<file path="src/rtl/instr_loader.sv">
// Program loader for a 16x16 instruction memory: bytes arrive high-then-low on
// push-button strobe edges while Load is held; the processor reads with 1-cycle latency.
module instr_loader (
  input  logic        Clock,
  input  logic        Reset,
  input  logic        Load,
  input  logic        Strobe,
  input  logic [7:0]  DataIn,
  input  logic [3:0]  RdAddr,
  output logic [15:0] RdData,
  output logic [4:0]  WrCount,
  output logic        Busy,
  output logic        Full,
  output logic        ExpectLo,
  output logic        Overflow,
  output logic [7:0]  Checksum
);

  typedef enum logic [1:0] {S_IDLE, S_HI, S_LO, S_FULL} state_t;

  state_t      state;
  logic        strobe_q;
  logic        strobe_edge;
  logic [3:0]  wr_ptr;
  logic [7:0]  hi_byte;
  logic [15:0] mem [16];

  assign strobe_edge = Strobe & ~strobe_q;

  // State flags decode straight from the state register, so they are glitch-free.
  assign Busy     = (state != S_IDLE);
  assign Full     = (state == S_FULL);
  assign ExpectLo = (state == S_LO);

  always_ff @(posedge Clock) begin
    if (Reset) begin
      state    <= S_IDLE;
      strobe_q <= 1'b1;  // a button held through reset must not look like an edge
      wr_ptr   <= 4'd0;
      WrCount  <= 5'd0;
      Overflow <= 1'b0;
      Checksum <= 8'd0;
      hi_byte  <= 8'd0;
      RdData   <= 16'h0000;
      for (int i = 0; i < 16; i++) mem[i] <= 16'h0000;
    end else begin
      strobe_q <= Strobe;
      // Nonblocking read of the old word gives read-before-write on a same-address collision.
      RdData   <= mem[RdAddr];
      case (state)
        S_IDLE: begin
          if (Load) begin
            state    <= S_HI;
            wr_ptr   <= 4'd0;
            WrCount  <= 5'd0;
            Checksum <= 8'd0;
            Overflow <= 1'b0;
          end
        end
        S_HI: begin
          if (!Load) begin
            state <= S_IDLE;
          end else if (strobe_edge) begin
            hi_byte  <= DataIn;
            Checksum <= Checksum + DataIn;
            state    <= S_LO;
          end
        end
        S_LO: begin
          if (!Load) begin
            state <= S_IDLE;
          end else if (strobe_edge) begin
            mem[wr_ptr] <= {hi_byte, DataIn};
            Checksum    <= Checksum + DataIn;
            WrCount     <= WrCount + 5'd1;
            if (WrCount == 5'd15) begin
              state <= S_FULL;  // pointer stays at 15; FULL blocks any further write
            end else begin
              wr_ptr <= wr_ptr + 4'd1;
              state  <= S_HI;
            end
          end
        end
        S_FULL: begin
          if (!Load) begin
            state <= S_IDLE;
          end else if (strobe_edge) begin
            Overflow <= 1'b1;
          end
        end
        default: state <= S_IDLE;
      endcase
    end
  end

endmodule

</file>
<file path="config.mk">
export PLATFORM = sky130hd
export DESIGN_NAME = instr_loader
export DESIGN_NICKNAME = d
export VERILOG_FILES = /design/src/rtl/instr_loader.sv
export SDC_FILE = /design/constraint.sdc
export NUM_CORES = 1
export LEC_CHECK = 0
export BUFFER_PORTS_ARGS = -buffer_cell sky130_fd_sc_hd__buf_4
export CAP_MARGIN = 10
export CORE_AREA = 2 2 217 219
export DETAILED_ROUTE_END_ITERATION = 12
export DIE_AREA = 0 0 219 221
export PLACE_DENSITY = 0.47
export SETUP_SLACK_MARGIN = 0.2
export SYNTH_ARGS = -nofsm -noshare
export SYNTH_HDL_FRONTEND = slang
export SYNTH_SLANG_ARGS = --single-unit
</file>
<file path="constraint.sdc">
create_clock -name Clock -period 2.9 [get_ports Clock]
set_input_delay 0.145 -clock Clock [delete_from_list [all_inputs] [get_ports Clock]]
set_output_delay 0.145 -clock Clock [all_outputs]
set_load 0.005 [all_outputs]
</file>
# Word-level counts from Yosys, hierarchy flattened
# Memory sizes are Yosys's and may differ from the RTL's. A register that Yosys moved wholly into a read port is not among the register bits.
# Cells that the tools add are included.
[word_totals]
regBits = 29
mem_bits_rw = 256
inputBits = 16
elab_cells = 76
mem_count = 1
[classes]
addsub = 3
eq_ne = 15
n_mux = 35
bitwise_logic = 2
n_reduce_logical = 13
[mem_list]
columns = ["memory", "depth", "word_bits", "rd", "rd_ports_with_merged_regs", "wr", "line_no", "rtl"]
rows = [
  ["mem", 16, 16, 1, 1, 16, "26", "logic [15:0] mem [16];"],
]
[op_table]
columns = ["operator", "n"]
rows = [
  ["$mux 8", 3],
  ["$mux 4", 5],
  ["$mux 16", 1],
  ["$pmux 8 s2", 1],
  ["$reduce_and 4->1", 4],
  ["$reduce_or 16->1", 1],
  ["$mux 5", 3],
  ["$mux 2", 7],
  ["$mux 1", 11],
  ["$ne 2x2->1 const B", 5],
  ["$pmux 5 s2", 1],
  ["$add 8x8->8", 1],
  ["$ne 2x1->1 const B", 4],
  ["$pmux 2 s4", 1],
  ["$pmux 4 s2", 1],
  ["$reduce_bool 2->1", 4],
  ["$add 5x1->5 const B", 1],
  ["$eq 5x4->1 const B", 1],
  ["$reduce_and 5->1", 1],
  ["$add 4x1->4 const B", 1],
  ["$eq 2x2->1 const B", 2],
  ["$ne 3x2->1 const B", 1],
  ["$ne 3x3->1 const B", 1],
  ["$reduce_and 3->1", 1],
  ["6 further kinds", 6],
]

# Depth between registers and ports, before layout
# Gate-level depths: netlist of run 1.
[depth]
word_depth = 9
mapped_depth = 8
depth_no_buf = 8

# Worst setup path after synthesis of run 1
# No wires, ideal clock.
[synth_path]
path_kind = "flip-flop to flip-flop"
from = "reg state[0]"
to = "mem mem[14][0], enable pin"
setup_time_ps = 334
arrival_time_ps = 1720
t_required_ps = 2566
slack_ps = 846
stages_incl_launch_ff = 7
synth_period_minus_slack_ps = 2054
cell_sequence = "dfxtp_1 -> inv_1 -> ha_1 -> nor2b_1 -> nand3_2 -> nor2_1 -> or2_2"
[synth_lines]
columns = ["element", "line_no", "rtl"]
rows = [
  ["from (decl)", "21", "state_t state;"],
  ["from (signal assigned)", "37", "state <= S_IDLE;"],
  ["from (signal assigned)", "53", "state <= S_HI;"],
  ["from (signal assigned)", "62", "state <= S_IDLE;"],
  ["to (decl)", "26", ""],
]

==> results of run 1 <==
[logic make-up after synthesis]
family	Yosys count
compound gates	48
xor+xnor	7
fa+ha+maj	18
buf+inv	77
flops	301
mux	84
simple gates	386
[sequential cells by signal, summed over array words and instances (netlist names)]
signal	count
Checksum	8
Overflow	1
RdData	16
WrCount	5
hi_byte	8
mem	256
state	2
strobe_q	1
wr_ptr	4
[layout by cell type, fill, tap and decap left out, types with 3 or more instances in the layout]
cell type,n
clkinv_1,3
clkbuf_16,37
nor2b_1,22
nand3_1,5
buf_4,76
nand2_1,30
mux2i_1,3
dlygate4sd3_1,9
ha_1,17
buf_12,4
xnor2_1,3
xor2_1,4
nor3_2,4
nor2_1,23
o21ai_0,9
clkinv_2,5
or3_1,3
inv_1,10
a22oi_1,3
a21oi_1,18
mux4_2,80
and3_1,4
nor3_1,12
and2_1,242
nand3_2,4
nand4_1,4
clkbuf_1,14
edfxtp_1,256
o21a_1,4
nor4_1,5
nand2b_1,5
or2_2,17
dfxtp_1,45
[layer usage]
metal	share of wire	wire length, um	GRT usage
met1	0.44	16000	0.202
met4	0.021	770	0.0418
met3	0.044	1580	0.0264
met2	0.49	17700	0.256
met5	0	0	0
[how the worst max path moves through the flow]
stage / start / depth (start not counted) / endpoint / slack [ns]
2_1_floorplan: state[0]$_SDFFE_PP0P_ / 6 / mem[14][0]$_SDFFCE_PN0P_ / 0.85
3_3_place_gp: state[0]$_SDFFE_PP0P_ / 6 / mem[13][10]$_SDFFCE_PN0P_ / 0.59
5_1_grt: state[0]$_SDFFE_PP0P_ / 6 / mem[7][0]$_SDFFCE_PN0P_ / 0.31
3_5_place_dp: state[0]$_SDFFE_PP0P_ / 6 / mem[13][10]$_SDFFCE_PN0P_ / 0.54
4_1_cts: state[0]$_SDFFE_PP0P_ / 6 / mem[13][3]$_SDFFCE_PN0P_ / 0.53
6_report: state[0]$_SDFFE_PP0P_ / 6 / mem[2][2]$_SDFFCE_PN0P_ / 0.55
[power by group]
group	internal, mW	total [mW]	switching (mW)
sequential	4.85	4.91	0.0595
clock	2.50	4.29	1.79
combinational	0.313	0.704	0.391
[worst register-to-register path: stages, from the launching register on]
cell and delay (ns):
dfxtp_1 0.33, inv_1 0.11, ha_1 0.17, nor2b_1 0.38, nand3_2 0.28, nor3_2 0.21
or2_2 0.49
[area by class of cell]
cell class	instances	area [um2]
Timing Repair Buffer	89	741
Sequential cell	301	8590
Tap cell	607	759
Clock inverter	12	95.1
Multi-Input combinational cell	543	4740
Clock buffer	53	1010
Inverter	11	41.3
Fill cell	4473	30100
[stage by stage]
| stage | cell area [um2] | worst slack [ns] |
|---|---|---|
| 2_1_floorplan | 13700 | 0.846 |
| 3_3_place_gp | 14800 | 0.593 |
| 3_5_place_dp | 14800 | 0.541 |
| 4_1_cts | 16000 | 0.526 |
| 5_1_grt | 16000 | 0.306 |
| 6_report | 16000 | 0.552 |
==> out/metrics.yaml, run 1 <==
route:
  wl_um: 36100
  drtIter0Drc: 468
  detail_route.drc_violations: 0
  detail_route.wl_per_cell_um: 22.3
  dr.pass1.iters: 4
  viasPerCell: 4.65
  vias: 7509
  ant_nets: 0
die:
  die_area_mm2: 0.0484
  die_w_um: 219
  ioPinCount: 49
  core_area_mm2: 0.0461
  die_h_um: 221
  start_util: 0.296
  row_count: 79
place:
  placedCellCount: 1542
  port_buffers: 48
  dp_hpwl_um: 22700
  routabilityCongestion: 0.756
power:
  p_leak_nw: 5.69
  ir_drop_v: 0.000379
  p_total_mw: 9.91
  power_density_mw_per_mm2: 620
clock_network:
  h-tree-depth: 2
  clock_latency_ns: 0.53
  ctsResizeCount: 0
  clockRootBuffer: "clkbuf_16"
  clock_sinks: 301
  cts_setup_buffers: 0
  cts_tree: "yes"
  hold_buffers: 9
  clk_pin_slew_ns: 0.05
  cts_buffer_depth: 3
  numCtsBuffers: 36
synth:
  seq_area_frac_synth: 0.629
  synth_top_family_by_area: "simple AND/OR/NAND/NOR gates"
  synthMuxAreaShare: 0.135
  yosys.area_share.xor_xnor: 0.00449
  synthArstFlopShare: 0
  ys_seq_elements: 301
  ys.flop_type: "edfxtp_1"
  synth-edff-count: 256
  netlist_area_mm2: 0.0137
  synth_nets: 955
  synth.most_common_cell: "edfxtp_1"
  postSynthAreaPerCell_um2: 14.8
  synthAdderAreaFrac: 0.0170
  synth-simple-area-share: 0.169
  syn-instance-count: 921
  synth_top_area_cell: "edfxtp_1"
  ys_types: 51
  ys_warn_count: 0
  yosys.area.top_type_share: 0.563
  synth_compound_area_frac: 0.0217
  synth_area_leaders: "edfxtp_1 (56%), mux4_2 (13%), and2_1 (11%), dfxtp_1 (6.6%), ha_1 (1.6%)"
  synth_common_cells: "edfxtp_1 (256), and2_1 (242), mux4_2 (80), clkbuf_1 (47), dfxtp_1 (45)"
setup_path:
  rrSetupSlack_ns: 0.55
  r2r.worst_path.cells: 6
  path_cells: "inv_1 > ha_1 > nor2b_1 > nand3_2 > nor3_2 > or2_2"
  crit_path_max_fanout: 16
  critPathKind: "reg -> reg"
  cp-start-kind: "flip-flop"
  critPathMaxStageDelay_ns: 0.49
  cp_slowest_cell: "or2_2"
  r2r_end: "mem[2][2]$_SDFFCE_PN0P_"
  critPathBufInv: 1
  cp-end-kind: "flip-flop"
  cp.required_ns: 3.05
  rr_startpoint: "state[0]$_SDFFE_PP0P_"
  arrival_ns: 2.50
  cp_top_family: "simple AND/OR/NAND/NOR gates"
global_routing:
  grt_pass1_wl_um: 54000
  antenna_found_initial: 0
  grt-ovfl-total: 0
  grt_max_degree: 61
  grt_pass1_vias: 8010
  track_usage: 0.152
final_layout:
  num-nets-final: 1016
  utilization: 0.347
  instances_no_fill: 1616
  syn_to_final_growth_pct: 17.0
  n_antenna_cell: 0
  layout-drive-gt1-share: 0.233
min_path:
  hp-class: "in -> reg"
  hp-start: "DataIn[7]"
  min_to: "hi_byte[7]$_SDFFE_PP0P_"
  hold_depth: 3
sta:
  timing.fmax_mhz: 426
  hold_ws_ns: 0.0214
  timing.final.crit_share: 0.810
  tns_ns: 0
  rsz0062_at_grt: "false"
  tightest_slew_ns: 0.802
  fin_skew_ns: 0.0155
  slew_headroom: 0.465
  setup_viol: 0
  drv_slew: 0
  period_minus_slack_ns: 2.35
  finalHoldViolations: 0
flow_run:
  drv_cap: 0
run_status:
  outcome: "completed"
Power figures use the tool's default switching activity.
==> run 2, diff against run 1 <==
Settings changed: PLACE_DENSITY 0.47 to 0.49.
Clock period 2.9 ns to 1.93 ns, I/O delays scaled along.
==> run 2 against run 1 <==
Highest routed layer unchanged. Final area rose by 9.2%. Register-to-register slack got worse by 0.40 ns. Flip-flop and latch count stayed put. Routed wire length rose by 3.9%. Combinational power rose by 86%. Clock-buffer cell count is the same. Critical path depth grew 2.
==> out/metrics.yaml, run 2 (same netlist as run 1, synthesis figures left out) <==
run_status:
  outcome: "completed"
die:
  core_area_mm2: 0.0461  # unchanged
  start_util: 0.296  # unchanged
  row_count: 79  # unchanged
  die_area_mm2: 0.0484  # unchanged
  ioPinCount: 49  # unchanged
  die_h_um: 221  # unchanged
  die_w_um: 219  # unchanged
sta:
  setup_ws_ns: 0.154  # -0.398 ns
  finalHoldViolations: 0  # unchanged
  rsz0062_at_grt: "true"
  tns_ns: 0  # unchanged
  setup_viol: 0  # unchanged
  hold_ws_ns: 0.0375  # +0.0161 ns
  timing.fmax_mhz: 563  # +32%
  drv_slew: 0  # unchanged
  timing.final.crit_share: 0.920  # +0.110
  period_minus_slack_ns: 1.78  # -0.572 ns
  tightest_slew_ns: 0.807  # +0.00535 ns
  slew_headroom: 0.461  # -0.00357
  fin_skew_ns: 0.0122  # -0.00326 ns
final_layout:
  mostFrequentLayoutCells: "edfxtp_1 (256), and2_1 (213), buf_4 (97), mux4_2 (80), clkbuf_16 (40)"
  top_regs: "mem x256, RdData x16"
  largest_register: "mem"
  largest_reg_flops: 256  # unchanged
  layout-drive-gt1-share: 0.357  # +0.125
  syn_to_final_growth_pct: 27.7
  num-nets-final: 1087  # +7.0%
  final_common_cell: "edfxtp_1"
route:
  ant_nets: 0  # unchanged
  detail_route.wl_per_cell_um: 22.2  # -0.57%
  wl_um: 37500  # +3.9%
  vias: 8030  # +6.9%
  viasPerCell: 4.76  # +2.4%
  dr.pass1.iters: 4  # unchanged
  detail_route.drc_violations: 0  # unchanged
  drtIter0Drc: 562  # +20%
setup_path:
  cp.required_ns: 2.17  # -0.88 ns
  crit_top_cell: "buf_12"
  critPathBufInv: 3  # +2
  cp-start-kind: "flip-flop"
  critPathKind: "reg -> reg"
  arrival_ns: 2.02  # -0.48 ns
  path_cells: "inv_2 > ha_4 > nor2b_4 > buf_12 > nand3_4 > nor3_4 > or2_4 > buf_12"
  cp-end-kind: "flip-flop"
  cp_top_family: "simple AND/OR/NAND/NOR gates"
  crit_path_max_fanout: 8  # -8
  critPathMaxStageDelay_ns: 0.32  # -0.17 ns
  cp_slowest_cell: "dfxtp_2"
global_routing:
  grt-ovfl-total: 0  # unchanged
  antenna_found_initial: 1  # +1
  grt_max_degree: 63  # +3.3%
  grt_pass1_wl_um: 55500  # +2.8%
  track_usage: 0.157  # +0.00514
  grt_pass1_vias: 8252  # +3.0%
power:
  p_total_mw: 15.4  # +55%
  power_density_mw_per_mm2: 882  # +42%
  p_leak_nw: 6.27  # +10%
  ir_drop_v: 0.000505  # +33%
place:
  port_buffers: 48  # unchanged
  routabilityCongestion: 0.730  # -3.5%
  preCtsSetupSlack_ns: 0.00119  # -0.540 ns
  dp_hpwl_um: 22800  # +0.68%
clock_network:
  clock_latency_ns: 0.53  # about the same
  clk_pin_slew_ns: 0.06  # about the same
  clock_sinks: 301  # unchanged
  clockRootBuffer: "clkbuf_16"
  h-tree-depth: 2  # unchanged
  numCtsBuffers: 36  # unchanged
  cts_tree: "yes"
  cts_buffer_depth: 3  # unchanged
flow_run:
  drv_cap: 0  # unchanged
min_path:
  hp-class: "in -> reg"
-- run 2: area by class of cell --
type | instances | area, um2
fillers | 4381 | 28600
flip-flops and latches | 301 | 8600
multi-input cells | 545 | 5140
repair buffers | 158 | 1740
clock buffers | 53 | 1070
well taps | 607 | 759
clock inverters | 12 | 93.8
inverters | 11 | 41.3
diodes | 1 | 2.50
-- run 2: worst paths after layout --
path                            start                        to  cells after the start  slack, ns
max             state[0]$_SDFFE_PP0P_  mem[1][11]$_SDFFCE_PN0P_                      8       0.15
min                         DataIn[0]  Checksum[0]$_SDFFE_PP0P_                      4       0.04
max reg2reg     state[0]$_SDFFE_PP0P_  mem[1][11]$_SDFFCE_PN0P_                      8       0.15
min reg2reg  Checksum[2]$_SDFFE_PP0P_  Checksum[2]$_SDFFE_PP0P_                      2       0.48
-- run 2: stage by stage --
step                utilization  instances  area (um2)
floorplan                     -        921       13800
global placement          0.328       1553       15100
detailed placement        0.328       1553       15100
CTS                       0.372       1679       17100
global route              0.378       1687       17400
finish                    0.378       1688       17400
-- run 2: tightest hold or removal path, delay by kind of cell --
kind                     cells  cell delay (ns)
AO/OA/AOI/OAI                1             0.06
adder cells (fa/ha/maj)      1             0.19
AND/OR/NAND/NOR              1             0.07
buffers and inverters        1             0.10
-- run 2: report_power, final --
| group | internal [mW] | switching (mW) |
|---|---|---|
| Sequential | 7.29 | 0.101 |
| Combinational | 0.666 | 0.644 |
| Clock | 3.97 | 2.71 |
| Total | 11.9 | 3.46 |
-- run 2: timing repair --
action,CTS,global route
hold buffers,6,0
cloned,3,3
setup endpoints to repair,292,451
buffers inserted,52,5
gates resized for setup,30,62
hold endpoints to repair,6,0
pin swaps,15,18
-- run 2: metal layers --
layer | routed length, um | share of wire | up-vias | GRT usage
li1 | - | - | 3659 | -
met1 | 16900 | 0.45 | 4154 | 0.218
met2 | 18400 | 0.49 | 172 | 0.261
met3 | 1560 | 0.042 | 45 | 0.0225
met4 | 636 | 0.017 | 0 | 0.0357
met5 | 0 | 0 | - | 0
